--- config.mk ---
export PLATFORM = sky130hd
export DESIGN_NAME = gspi_master
export DESIGN_NICKNAME = d
export VERILOG_FILES = /design/src/rtl/gspi_pkg.sv /design/src/rtl/gspi_shifter.sv /design/src/rtl/gspi_master.sv
export SDC_FILE = /design/constraint.sdc
export NUM_CORES = 1
export LEC_CHECK = 0
export BUFFER_PORTS_ARGS = -buffer_cell sky130_fd_sc_hd__buf_2
export CAP_MARGIN = 40
export CELL_PAD_IN_SITES_DETAIL_PLACEMENT = 1
export CELL_PAD_IN_SITES_GLOBAL_PLACEMENT = 2
export CORE_UTILIZATION = 30
export DETAILED_ROUTE_END_ITERATION = 6
export PLACE_DENSITY = 0.82
export SETUP_SLACK_MARGIN = 0.4
export SLEW_MARGIN = 30
export SYNTH_ARGS = -nofsm -noshare
export SYNTH_HDL_FRONTEND = slang
export SYNTH_SLANG_ARGS = --single-unit
--- constraint.sdc ---
create_clock -name CLK -period 2.05 [get_ports CLK]
set_input_delay 0.205 -clock CLK [delete_from_list [all_inputs] [get_ports CLK]]
set_output_delay 0.205 -clock CLK [all_outputs]
set_load 0.005 [all_outputs]
--- src/rtl/gspi_pkg.sv ---
// gspi_pkg: shared types and constants for the gspi SPI master.
//   state_t     - controller state, 3-bit encoding (IDLE/SETUP/HIGH/LOW/DONE)
//   LANE0..2    - MISO lane indices
//   DIV_MAX     - upper limit of the SCK half-period parameter
//   lane_of()   - maps a device select onto the MISO lane to sample
package gspi_pkg;

    typedef enum logic [2:0] {
        IDLE  = 3'd0,
        SETUP = 3'd1,
        HIGH  = 3'd2,
        LOW   = 3'd3,
        DONE  = 3'd4
    } state_t;

    localparam logic [1:0] LANE0 = 2'd0;
    localparam logic [1:0] LANE1 = 2'd1;
    localparam logic [1:0] LANE2 = 2'd2;

    localparam int DIV_MIN = 1;
    localparam int DIV_MAX = 255;

    // Device 0 wins when both selects are set; no select means the raw lane 2.
    function automatic logic [1:0] lane_of(input logic [1:0] ss);
        if (ss[0])      return LANE0;
        else if (ss[1]) return LANE1;
        else            return LANE2;
    endfunction

endpackage

--- src/rtl/gspi_shifter.sv ---
// gspi_shifter: 8-bit bidirectional shift register shared by transmit and receive.
//   CLK, nRST  - clock, asynchronous active-low reset
//   load       - capture load_data (takes priority over shift_en)
//   load_data  - byte to transmit
//   shift_en   - shift one position, taking sin into the vacated end
//   lsb_first  - 1: shift right (bit 0 leaves first, sin enters at bit 7)
//   sin        - serial input (sampled MISO)
//   sout       - serial output, the bit currently presented on MOSI
//   q_next     - register contents after a shift, used to capture the final byte
module gspi_shifter (
    input  logic       CLK,
    input  logic       nRST,
    input  logic       load,
    input  logic [7:0] load_data,
    input  logic       shift_en,
    input  logic       lsb_first,
    input  logic       sin,
    output logic       sout,
    output logic [7:0] q_next
);

    logic [7:0] sreg;

    assign q_next = lsb_first ? {sin, sreg[7:1]} : {sreg[6:0], sin};
    assign sout   = lsb_first ? sreg[0] : sreg[7];

    always_ff @(posedge CLK or negedge nRST) begin
        if (!nRST) begin
            sreg <= 8'h00;
        end else if (load) begin
            sreg <= load_data;
        end else if (shift_en) begin
            sreg <= q_next;
        end
    end

endmodule

--- src/rtl/gspi_master.sv ---
// gspi_master: byte-oriented SPI master, mode 0 (CPOL=0, CPHA=0).
//   CLK, nRST            - clock, asynchronous active-low reset
//   cmd_valid/cmd_ready  - command handshake (see below)
//   cmd_data, cmd_ss,
//   cmd_hold             - byte to send, device select (1 = select), keep nSS after byte
//   lsb_first            - only with GSPI_LSB_FIRST_EN defined: bit order for this byte
//   rx_data, rx_valid    - received byte and its one-cycle strobe
//   busy                 - high whenever the controller is not IDLE
//   MOSI, SCK, nSS, MISO - SPI pins; MISO has one lane per device
//   dbg_state            - current controller state
// Parameter DIV: SCK half-period in CLK cycles (1..255).
//
// Handshake: a command is accepted on a rising CLK edge where cmd_valid and
// cmd_ready are both high. cmd_ready is high only in IDLE; cmd_* is ignored
// at all other times, so the requester may hold cmd_valid and the next
// command is taken on the first IDLE cycle.
module gspi_master
    import gspi_pkg::*;
#(
    parameter int DIV = 2
) (
    input  logic       CLK,
    input  logic       nRST,
    input  logic       cmd_valid,
    output logic       cmd_ready,
    input  logic [7:0] cmd_data,
    input  logic [1:0] cmd_ss,
    input  logic       cmd_hold,
`ifdef GSPI_LSB_FIRST_EN
    input  logic       lsb_first,
`endif
    output logic [7:0] rx_data,
    output logic       rx_valid,
    output logic       busy,
    output logic       MOSI,
    output logic       SCK,
    output logic [1:0] nSS,
    input  logic [2:0] MISO,
    output state_t     dbg_state
);

    localparam int            PW      = $clog2(DIV + 1);
    localparam logic [PW-1:0] PH_LAST = PW'(DIV - 1);

    state_t        state, state_nxt;
    logic [PW-1:0] ph_cnt;
    logic [2:0]    bit_cnt;
    logic [1:0]    lane;
    logic          hold_q;
    logic          lsb_q;
    logic [1:0]    nss_q;
    logic          sck_q;
    logic [7:0]    rx_q;
    logic          rxv_q;
    logic          accept;
    logic          ph_end;
    logic          shift_en;
    logic          miso_bit;
    logic          sout;
    logic [7:0]    shift_next;

    assign accept   = (state == IDLE) && cmd_valid;
    assign ph_end   = (ph_cnt == '0);
    // The sample edge is the last CLK edge of each SCK-high phase.
    assign shift_en = (state == HIGH) && ph_end;

    always_comb begin
        miso_bit = MISO[0];
        case (lane)
            LANE1:   miso_bit = MISO[1];
            LANE2:   miso_bit = MISO[2];
            default: miso_bit = MISO[0];
        endcase
    end

    always_comb begin
        state_nxt = state;
        case (state)
            IDLE:    if (accept) state_nxt = SETUP;
            SETUP:   if (ph_end) state_nxt = HIGH;
            HIGH:    if (ph_end) state_nxt = (bit_cnt == 3'd7) ? DONE : LOW;
            LOW:     if (ph_end) state_nxt = HIGH;
            DONE:    state_nxt = IDLE;
            default: state_nxt = IDLE;
        endcase
    end

    always_ff @(posedge CLK or negedge nRST) begin
        if (!nRST) begin
            state   <= IDLE;
            ph_cnt  <= '0;
            bit_cnt <= 3'd0;
            lane    <= LANE0;
            hold_q  <= 1'b0;
            nss_q   <= 2'b11;
            sck_q   <= 1'b0;
            rx_q    <= 8'h00;
            rxv_q   <= 1'b0;
        end else begin
            state <= state_nxt;
            // SCK and rx_valid are registered from the next state so the pins
            // follow the phase boundaries without decode glitches.
            sck_q <= (state_nxt == HIGH);
            rxv_q <= (state_nxt == DONE);

            if (state_nxt != state) begin
                ph_cnt <= PH_LAST;
            end else if (!ph_end) begin
                ph_cnt <= ph_cnt - PW'(1);
            end

            if (accept) begin
                lane    <= lane_of(cmd_ss);
                hold_q  <= cmd_hold;
                nss_q   <= ~cmd_ss;
                bit_cnt <= 3'd0;
            end

            if (shift_en) begin
                bit_cnt <= bit_cnt + 3'd1;
                if (bit_cnt == 3'd7) begin
                    rx_q <= shift_next;
                end
            end

            if (state == DONE && !hold_q) begin
                nss_q <= 2'b11;
            end
        end
    end

`ifdef GSPI_LSB_FIRST_EN
    always_ff @(posedge CLK or negedge nRST) begin
        if (!nRST) begin
            lsb_q <= 1'b0;
        end else if (accept) begin
            lsb_q <= lsb_first;
        end
    end
`else
    assign lsb_q = 1'b0;
`endif

    gspi_shifter u_shifter (
        .CLK       (CLK),
        .nRST      (nRST),
        .load      (accept),
        .load_data (cmd_data),
        .shift_en  (shift_en),
        .lsb_first (lsb_q),
        .sin       (miso_bit),
        .sout      (sout),
        .q_next    (shift_next)
    );

    // MOSI idles high and only carries data while a byte is being clocked.
    assign MOSI      = (state == SETUP || state == HIGH || state == LOW) ? sout : 1'b1;
    assign SCK       = sck_q;
    assign nSS       = nss_q;
    assign rx_data   = rx_q;
    assign rx_valid  = rxv_q;
    assign busy      = (state != IDLE);
    assign cmd_ready = (state == IDLE);
    assign dbg_state = state;

endmodule

==> flow_summary_export.csv <==
group,metric,value,unit
synth,yosysMostFrequentCell,"dfrtp_1",
synth,synth_fp_nets,148,
timing,clock_skew,0.00479,ns
power_and_ir_drop,comb_power_share,35.1,%
final_layout,multi_input_area,593,µm²
worst_setup_path,reg2reg_from,"ph_cnt[0]$_DFFE_PN0P_",
worst_setup_path,critPathCapture,"MOSI",
synth,synth_cell_types,32,
synth,yosysTopAreaCell,"dfrtp_1",
timing,layout_setup_ws,0.454,ns
worst_setup_path,max_stage_delay,0.39,ns
timing,setup_viol,0,
final_layout,layout.nets,193,
timing,worstMarginPinSlew,0.712,ns
power_and_ir_drop,clock_power_share,22.3,%
clocking,root_buffer,"clkbuf_8",
drt,vias,1092,
worst_setup_path,start_kind,"flip-flop",
synth,synth-seq-cells,31,
drt,drtAntennaViolNets,0,
final_layout,final_core_util,40.4,%
power_and_ir_drop,netSwitchingFraction,33.4,%
worst_setup_path,slowest_stage,"dfrtp_1",
synth,synthDominantCellAreaShare,50.1,%
synth,ys.flop_type,"dfrtp_1",
worst_setup_path,crit_chain,"buf_4 -> nor2_1 -> or3_1 -> buf_2",
clocking,clkLatencyLatePin,0.28,ns
worst_setup_path,regToRegSetupSlack,0.47,ns
floorplanning,io-pin-count,35,
clocking,cts-buffers-inserted,5,
floorplanning,die_area,5110,µm²
worst_setup_path,r2r_cells,5,
timing,tns,0,ns
worst_setup_path,worstSetupEndpointType,"output port",
power_and_ir_drop,vdd_ir_drop_max,0.441,mV
final_layout,n_antenna_cell,0,
synth,synth_area_per_cell,11.6,µm²
global_route,overflow,0,
power_and_ir_drop,total_power,2.14,mW
worst_setup_path,crit_type,"flip-flop to output port",
placement,post_dp_cell_area,1680,µm²
clocking,cts_tree,"yes",
global_route,antenna_found_initial,0,
power_and_ir_drop,p_seq_share,42.6,%
timing,hold_viol,0,
global_route,grt_max_degree,32,
outcome,outcome,"completed",
synth,netlist_area,1450,µm²
placement,dpl.hpwl,2.42,mm
timing,fmax,627,MHz
synth,async_reset_ff_share,100,%
worst_setup_path,worstPathRequired,1.85,ns
global_route,grt_usage,15.1,%
placement,portBuffers,34,
global_route,grt_pass1_wl,5.74,mm
timing,hold_ws,0.164,ns
final_layout,area.sequential,779,µm²
floorplanning,start_util,32.1,%
synth,synth_common_cells,"dfrtp_1 (29), inv_1 (15), o21ai_0 (12)",
synth,ys.warnings.count,0,
drt,first_iter_violations,29,
floorplanning,coreArea,4500,µm²
power_and_ir_drop,p_leak,0.907,nW
synth,synth_seq_area_share,53.8,%
power_and_ir_drop,power.internal,1.43,mW
clocking,cts.sinks,31,
global_route,first_global_vias,1153,
worst_setup_path,reg2reg_to,"u_shifter.sreg[0]$_DFFE_PN0P_",
floorplanning,die_h,71.5,µm
clocking,path_clk_slew,0.06,ns
drt,drt_wl_total,3.38,mm
timing,min_period,1.60,ns
floorplanning,num_rows,24,
worst_setup_path,cp_max_fo,10,
synth,syn_inst,125,
timing,fin_crit_sh,77.8,%
final_layout,area_growth,25.8,%
synth,synth_edf_count,0,
drt,drc,0,
drt,drt_pass1_iterations,2,
worst_setup_path,worst_ep_arrival_time,1.39,ns
placement,gp_congestion,0.733,
flow_run,maxCapViolCount,0,
power_and_ir_drop,powerDensity,1180,nW/µm²
synth,synthTopCellsByArea,"dfrtp_1 (50%), mux2_2 (7.8%), ha_1 (5.2%), o21ai_0 (4.1%), a22oi_1 (4.1%)",
placement,post-place-ws,0.240,ns
clocking,cts_max_level,2,
power_and_ir_drop,p_switching,0.716,mW
drt,wl_per_cell,15.2,µm
timing,slew_violations,0,
drt,vias_per_cell,4.92,
floorplanning,die_x,71.5,µm
worst_setup_path,cp-startpoint,"dbg_state[1]$_DFF_PN0_",
timing,slew_headroom,52.5,%
final_layout,instances_no_fill,222,
timing,rsz0062_at_grt,"no",
final_layout,final_area,1820,µm²
clocking,clk_path_buf_depth,2,
final_layout,drive_gt1_share,40.6,%
hold_path,min_path_type,"input pin to flip-flop",
final_layout,fill_cells,513,
placement,dp_cells,210,
==> worst max-delay path: cells and delay by family (launching register included) <==
kind                   cells  cell delay [ns]
buffers and inverters      2             0.34
DFF                        1             0.39
and+or+nand+nor            2             0.39
==> worst min path at each step <==
| stage | start | end | depth (start not counted) |
|---|---|---|---|
| floorplan | nRST | SCK$_DFF_PN0_ | 0 |
| global placement | nRST | lane[0]$_DFFE_PN0P_ | 1 |
| detailed placement | nRST | lane[0]$_DFFE_PN0P_ | 1 |
| CTS | cmd_hold | hold_q$_DFFE_PN0P_ | 2 |
| global route | cmd_hold | hold_q$_DFFE_PN0P_ | 2 |
| finish | cmd_hold | hold_q$_DFFE_PN0P_ | 2 |
==> cell usage in the layout (no fill, tap or decap), drive strengths merged <==
| cell | instances |
|---|---|
| a211oi | 2 |
| a21bo | 1 |
| a21oi | 3 |
| a221o | 1 |
| a22o | 2 |
| a22oi | 8 |
| a31oi | 2 |
| and2 | 2 |
| and3b | 1 |
| and4bb | 1 |
| buf | 42 |
| clkbuf | 6 |
| clkinv | 1 |
| dfrtp | 29 |
| dfstp | 2 |
| dlygate4sd3 | 1 |
| ha | 6 |
| inv | 15 |
| mux2 | 10 |
| nand2 | 3 |
| nand2b | 1 |
| nand3b | 1 |
| nand4 | 1 |
| nor2 | 7 |
| nor2b | 1 |
| nor3b | 2 |
| nor4b | 1 |
| o21ai | 12 |
| o22a | 2 |
| o22ai | 1 |
| or2 | 1 |
| or3 | 2 |
==> metal layers <==
metal | global-route usage [%] | vias to the layer above | routed length (µm)
met5 | 0 | - | 0
met4 | 5.88 | 0 | 56
met3 | 4.92 | 7 | 174
met2 | 25.3 | 30 | 1700
met1 | 18.1 | 531 | 1440
li1 | - | 524 | -
==> power by group through the flow <==
stage / Clock (mW) / Sequential [mW] / Combinational, mW
3_5_place_dp: 0 / 0.927 / 0.697
2_1_floorplan: 0 / 0.900 / 0.469
4_1_cts: 0.499 / 0.920 / 0.742
6_report: 0.477 / 0.913 / 0.752
3_3_place_gp: 0 / 0.917 / 0.642
5_1_grt: 0.520 / 0.938 / 0.861
==> registers in the layout (all words and copies together) (netlist names) <==
register        cells
dbg_state           3
ph_cnt              2
u_shifter.sreg      8
bit_cnt             3
SCK                 1
rx_data             8
hold_q              1
lane                2
rx_valid            1
nSS                 2
==> cell families after synthesis <==
group                    synth area share, %
AO/OA/AOI/OAI                           15.5
buffers and inverters                   6.22
adder cells (fa/ha/maj)                 5.19
multiplexers                            7.78
AND/OR/NAND/NOR                         11.6
flip-flops                              53.8
==> layout make-up <==
class / instances / area share (%)
Clock buffer: 6 / 4.53
Clock inverter: 1 / 0.275
Inverter: 15 / 3.09
Multi-Input combinational cell: 74 / 32.6
Sequential cell: 31 / 42.8
Tap cell: 52 / 3.57
Timing Repair Buffer: 43 / 13.2
==> timing repair <==
item | in CTS | in global routing
setup endpoints to repair | 16 | 3
pin swaps | 2 | 0
hold buffers | 1 | 0
gates resized for setup | 3 | 2
buffers inserted | 3 | 1
hold endpoints to repair | 15 | 0
Power figures use the tool's default switching activity.
